==> src/rtl/vga_timing_gen.sv <==
// Raster timing generator with built-in test patterns for the video path.
// All outputs except video_clk are registered and lag the hc/vc counters by one cycle.
module vga_timing_gen #(
  parameter int HDISP     = 800,
  parameter int VDISP     = 480,
  parameter int HFP       = 40,
  parameter int HPULSE    = 48,
  parameter int HBP       = 40,
  parameter int VFP       = 13,
  parameter int VPULSE    = 3,
  parameter int VBP       = 29,
  parameter int HS_POL    = 0,
  parameter int VS_POL    = 0,
  parameter int CW        = 8,
  parameter int GRID_LOG2 = 4,
  parameter int GSHIFT    = 2,
  localparam int HTOTAL   = HDISP + HFP + HPULSE + HBP,
  localparam int VTOTAL   = VDISP + VFP + VPULSE + VBP,
  localparam int XW       = $clog2(HTOTAL),
  localparam int YW       = $clog2(VTOTAL)
) (
  input  logic            pixel_clk,
  input  logic            pixel_rst,
  input  logic [1:0]      mode_i,
  output logic            video_clk,
  output logic            hs,
  output logic            vs,
  output logic            de,
  output logic            blank_n,
  output logic [XW-1:0]   x,
  output logic [YW-1:0]   y,
  output logic [3*CW-1:0] rgb,
  output logic            sof,
  output logic            eol
);

  typedef enum logic [1:0] {PAT_GRID, PAT_BARS, PAT_GRAD, PAT_CHECK} pattern_e;

  localparam logic [XW-1:0] H_ACT_END  = XW'(HDISP);
  localparam logic [XW-1:0] H_ACT_LAST = XW'(HDISP - 1);
  localparam logic [XW-1:0] H_SYNC_BEG = XW'(HDISP + HFP);
  localparam logic [XW-1:0] H_SYNC_END = XW'(HDISP + HFP + HPULSE);
  localparam logic [XW-1:0] H_LAST     = XW'(HTOTAL - 1);
  localparam logic [YW-1:0] V_ACT_END  = YW'(VDISP);
  localparam logic [YW-1:0] V_SYNC_BEG = YW'(VDISP + VFP);
  localparam logic [YW-1:0] V_SYNC_END = YW'(VDISP + VFP + VPULSE);
  localparam logic [YW-1:0] V_LAST     = YW'(VTOTAL - 1);
  localparam logic          HS_ON      = 1'(HS_POL);
  localparam logic          VS_ON      = 1'(VS_POL);
  localparam logic [CW-1:0] WHITE      = '1;

  if (HFP < 1 || HPULSE < 1 || HBP < 1 || VFP < 1 || VPULSE < 1 || VBP < 1 ||
      (HDISP % 8) != 0) begin : g_param_check
    $error("vga_timing_gen: porch/sync widths must be >= 1 and HDISP a multiple of 8");
  end

  logic [XW-1:0]   hc;
  logic [YW-1:0]   vc;
  pattern_e        mode_q;
  logic            line_end;
  logic            frame_end;
  logic            h_act;
  logic            v_act;
  logic            act;
  logic            hs_d;
  logic            vs_d;
  logic [2:0]      bar;
  logic [2:0]      bar_mask;
  logic [CW-1:0]   grad;
  logic [3*CW-1:0] rgb_d;

  assign video_clk = pixel_clk;
  assign line_end  = (hc == H_LAST);
  assign frame_end = (vc == V_LAST);

  // NOTE: state uses non-blocking assignments and the async reset sits in the sensitivity list,
  // so every register clears the moment pixel_rst rises, not at the next edge.
  always_ff @(posedge pixel_clk or posedge pixel_rst) begin
    if (pixel_rst) begin
      hc     <= '0;
      vc     <= '0;
      mode_q <= PAT_GRID;
    end else begin
      if (line_end) begin
        hc <= '0;
        vc <= frame_end ? '0 : vc + YW'(1);
      end else begin
        hc <= hc + XW'(1);
      end
      // Pattern switches only on the last counter state of a frame, so frames never tear.
      if (line_end && frame_end) mode_q <= pattern_e'(mode_i);
    end
  end

  // NOTE: every always_comb output gets a default first, so no path can infer a latch.
  always_comb begin
    h_act = (hc < H_ACT_END);
    v_act = (vc < V_ACT_END);
    act   = h_act && v_act;
    hs_d  = (hc >= H_SYNC_BEG && hc < H_SYNC_END) ? HS_ON : ~HS_ON;
    vs_d  = (vc >= V_SYNC_BEG && vc < V_SYNC_END) ? VS_ON : ~VS_ON;
  end

  always_comb begin
    bar = '0;
    for (int k = 1; k < 8; k++) begin
      if (hc >= XW'(k * HDISP / 8)) bar = 3'(k);
    end
    // {R,G,B} enables: white, yellow, cyan, green, magenta, red, blue, black.
    unique case (bar)
      3'd0:    bar_mask = 3'b111;
      3'd1:    bar_mask = 3'b110;
      3'd2:    bar_mask = 3'b011;
      3'd3:    bar_mask = 3'b010;
      3'd4:    bar_mask = 3'b101;
      3'd5:    bar_mask = 3'b100;
      3'd6:    bar_mask = 3'b001;
      default: bar_mask = 3'b000;
    endcase
  end

  always_comb begin
    grad  = CW'(hc >> GSHIFT);
    rgb_d = '0;
    unique case (mode_q)
      PAT_GRID: begin
        if (hc[GRID_LOG2-1:0] == '0 || vc[GRID_LOG2-1:0] == '0) rgb_d = {3{WHITE}};
      end
      PAT_BARS: begin
        rgb_d = {{CW{bar_mask[2]}}, {CW{bar_mask[1]}}, {CW{bar_mask[0]}}};
      end
      PAT_GRAD: begin
        rgb_d = {3{grad}};
      end
      PAT_CHECK: begin
        if (hc[GRID_LOG2] ^ vc[GRID_LOG2]) rgb_d = {3{WHITE}};
      end
    endcase
  end

  always_ff @(posedge pixel_clk or posedge pixel_rst) begin
    if (pixel_rst) begin
      hs      <= ~HS_ON;
      vs      <= ~VS_ON;
      de      <= 1'b0;
      blank_n <= 1'b0;
      x       <= '0;
      y       <= '0;
      rgb     <= '0;
      sof     <= 1'b0;
      eol     <= 1'b0;
    end else begin
      hs      <= hs_d;
      vs      <= vs_d;
      de      <= act;
      blank_n <= act;
      x       <= act ? hc : '0;
      y       <= act ? vc : '0;
      rgb     <= act ? rgb_d : '0;
      sof     <= act && (hc == '0) && (vc == '0);
      eol     <= v_act && (hc == H_ACT_LAST);
    end
  end

endmodule
==> config.mk <==
export PLATFORM = sky130hd
export DESIGN_NAME = vga_timing_gen
export DESIGN_NICKNAME = d
export VERILOG_FILES = /design/src/rtl/vga_timing_gen.sv
export SDC_FILE = /design/constraint.sdc
export NUM_CORES = 1
export LEC_CHECK = 0
export BUFFER_PORTS_ARGS = -buffer_cell sky130_fd_sc_hd__buf_2
export CORE_MARGIN = 2
export CORE_UTILIZATION = 38
export DETAILED_ROUTE_END_ITERATION = 10
export PLACE_DENSITY = 0.63
export SETUP_SLACK_MARGIN = 0.15
export SLEW_MARGIN = 15
export SYNTH_ARGS = -nofsm -noshare
export SYNTH_HDL_FRONTEND = slang
export SYNTH_SLANG_ARGS = --single-unit
==> constraint.sdc <==
create_clock -name pixel_clk -period 3.9 [get_ports pixel_clk]
set_input_delay 0.78 -clock pixel_clk [delete_from_list [all_inputs] [get_ports pixel_clk]]
set_output_delay 0.78 -clock pixel_clk [all_outputs]
set_load 0.05 [all_outputs]
* Word level (Yosys, flattened, before mapping) *
Index checks and enable logic that the tools add are counted.

cells by class
  order comparisons = 13
  reduce and logical (&&, ||, !) cells = 14
  equal/unequal tests = 12
  div/mod/pow operators = 0
  shifts and indexed selects = 0
  multipliers = 0
  add/sub/neg operators = 2
  multiplexer cells = 18
  bitwise operators = 1

operators with widths
  kind                     count
  $pmux W24 S4             1
  $mux W24                 3
  $ge A10 B9 Y1 const B    4
  $mux W10                 4
  $eq A10 B10 Y1 const B   3
  $ge A10 B10 Y1 const B   3
  $pmux W3 S7              1
  $add A10 B1 Y10 const B  2
  $logic_not A10 Y1        2
  $lt A10 B10 Y1 const B   2
  $lt A10 B9 Y1 const B    2
  $mux W3                  6
  $ge A10 B7 Y1 const B    1
  $ge A10 B8 Y1 const B    1
  $eq A3 B3 Y1 const B     3
  $logic_not A4 Y1         2
  $logic_and A1 B1 Y1      7
  $eq A3 B2 Y1 const B     2
  $eq A2 B2 Y1 const B     2
  $eq A3 B1 Y1 const B     1
  $logic_not A3 Y1         1
  $mux W1                  3
  $eq A2 B1 Y1 const B     1
  $logic_not A2 Y1         1
  other kinds (2)          2

storage, ports and cells
  bits in latches = 0
  RAM bits = 0
  memories = 0
  bits of input ports = 4
  output and inout port bits = 51
  word-level logic and storage cells = 71
  bits in read-only memories = 0
  flip-flop bits (word level) = 71

* Logic depth before layout (Yosys ltp) *
  depth in word-level cells = 12
  mapped depth = 7
  mapped depth without buffers = 6

==> flow_summary.toml <==
[placed_design]
place_area_mm2 = 0.00366
place_inst = 457
dp_hpwl_um = 4970
io_buffers = 54
gp_congestion = 0.883

[synthesis]
yosysSeqAreaShare_pct = 52.6
synth_edf_count = 0
synth-main-ff-cell = "dfrtp_1"
ys_async_sr_fraction_pct = 100
ys_types = 61
synthCells = 320
synth_seq_cells = 71
synth_nets = 329
ys.warnings.count = 0
synth.cell_area_mm2 = 0.00338
syn_area_per_cell_um2 = 10.6

[power]
irDropWorstVdd_uv = 242
cellPowerDensity_mw_per_mm2 = 364
power_uw = 1410
leakage_uw = 0.00163

[route]
dr_wl_met3_um = 349
wl_met2_um = 3500
viasPerCell = 5.54
drt-met1-wl_um = 3360
wl_per_cell_um = 15.5
top_layer_used = "met4"
drtIter0Drc = 215
wl_um = 7360
drtAntennaViolNets = 0
drcViolationCount = 0
dr.pass1.iters = 5
num_vias = 2639

[clock_network]
post-cts-setup-buffers = 0
hold_buffers = 0
worst_setup_hold_path_clk_slew_ns = 0.07
cts_tree = "yes"
clk_latency_ns = 0.45
ctsResizeCount = 0

[floorplanning]
die_y_um = 98.4
start_util_pct = 39.0
dieArea_mm2 = 0.00968
num_rows = 34
ios = 55
coreArea_mm2 = 0.00868
die_w_um = 98.4

[timing]
clock_skew_ns = 0.00840
final-hold-violation-count = 0
setup_viol = 0
slew_viol_final = 0
fin_setup_tns_ns = 0
worstMarginPinSlew_ns = 0.827
maxSlewHeadroom_pct = 44.4
rsz0062_at_grt = "no"

[min_path]
hp-class = "input pin to async pin"

[global_route]
first_global_vias = 2466
track_usage_pct = 16.1
antenna_found_initial = 0
grt_pass1_wl_um = 12200
globalRouteOverflowTotal = 0
grt_max_degree = 45

[worst_setup_path]
cp.arrival_ns = 2.37
worst-setup-path-type = "clock port to primary output"
end_kind = "primary output"
crit_fanout = 2
start_kind = "clock port"
worst_ep_required_time_ns = 3.12

[finish]
final_cell_count_no_fill = 476
mostFrequentLayoutCell = "dfrtp_1"
finish.utilization_pct = 44.6
final_cell_mix = "69 x dfrtp_1, 54 x buf_2, 42 x a21oi_1, 20 x nor2_1, 15 x inv_1"
drive_gt1_share_pct = 25.3
nets = 372
postLayoutCellArea_mm2 = 0.00387
diodes = 0
area_delta_synth_final_pct = 14.5

[run]
max_cap_viol_count = 0

[status]
status = "finished clean"
registers in the layout, summed over array words and instances, names as in the netlist:
signal	flops
vc	10
mode_q	2
blank_n	1
hc	10
y	10
sof	1
rgb	24
vs	1
hs	1
eol	1
x	10
worst max-delay path, stage by stage:
cell and delay (ns):
clkbuf_8 0.11, clkbuf_8 0.12, buf_2 0.20
synth_stat cells (2+ instances only):
| library cell | count | area share, % |
|---|---|---|
| nand3_1 | 14 | 2.1 |
| buf_4 | 4 | 0.89 |
| nor4_1 | 14 | 2.6 |
| nand4_1 | 6 | 1.1 |
| mux2_2 | 2 | 0.67 |
| clkbuf_1 | 8 | 0.89 |
| nand2b_1 | 2 | 0.37 |
| xnor2_1 | 7 | 1.8 |
| a21oi_1 | 42 | 6.2 |
| buf_2 | 11 | 1.6 |
| mux2i_1 | 5 | 1.5 |
| nor2_1 | 20 | 2.2 |
| dfrtp_1 | 69 | 51 |
| and3_1 | 3 | 0.55 |
| nand2_1 | 12 | 1.3 |
| dfstp_2 | 2 | 1.6 |
| o21ai_0 | 4 | 0.59 |
| o221ai_1 | 8 | 2.1 |
| a211oi_2 | 4 | 1.5 |
| nor3_1 | 5 | 0.74 |
| and3b_1 | 2 | 0.52 |
| a221o_1 | 2 | 0.59 |
| a211oi_1 | 4 | 0.89 |
| and4_1 | 4 | 1.0 |
| and2_1 | 9 | 1.7 |
| inv_1 | 16 | 1.8 |
| ha_1 | 5 | 1.8 |
| buf_6 | 2 | 0.67 |
| nor4b_1 | 2 | 0.52 |
metrics by stage:
step	setup WS, ns	hold slack [ns]
after floorplan	1.00	0.473
after global placement	0.982	0.501
after detailed placement	0.982	0.501
after CTS	0.736	0.397
after global routing	0.735	0.431
final	0.745	0.378
cell families after synthesis:
family                   after synthesis  share of synthesized area (%)
buffers and inverters                 43                           6.06
multiplexers                           7                           2.14
other                                  1                          0.111
flip-flops                            71                           52.6
XOR/XNOR                               9                           2.55
AO/OA/AOI/OAI                         82                           17.0
AND/OR/NAND/NOR                      102                           17.7
adder cells (fa/ha/maj)                5                           1.85
layer usage:
layer  up-vias  global-route usage [%]
met5         -                       0
met2        80                    23.9
li1       1255                       -
met3        14                    4.29
met1      1290                    21.7
met4         0                    8.22
report_power, final:
| part | switching [uW] | total (uW) | internal, uW |
|---|---|---|---|
| clock | 317 | 654 | 337 |
| combinational | 16.2 | 18.3 | 2.16 |
| sequential | 0.0945 | 737 | 737 |
| total | 333 | 1410 | 1080 |
worst paths after layout:
path	startpoint	endpoint	slack, ns	cells after the start
max	pixel_clk	video_clk	0.75	3
min	pixel_rst	y[6]$_DFF_PP0_	0.38	2
max reg2reg	hc[9]$_DFF_PP0_	vc[6]$_DFFE_PP0N_	1.60	4
min reg2reg	hc[0]$_DFF_PP0_	hc[0]$_DFF_PP0_	0.51	1
max in group asynchronous	pixel_rst	hc[4]$_DFF_PP0_	2.56	3
min in group pixel_clk	hc[0]$_DFF_PP0_	hc[0]$_DFF_PP0_	0.51	1
cell type report:
type,instances,area (um2)
clock inverters,3,17.5
flip-flops and latches,71,1780
clock buffers,17,205
repair buffers,54,273
inverters,17,63.8
multi-input cells,206,1400
well taps,108,135
fillers,865,4800
Power figures use the tool's default switching activity.
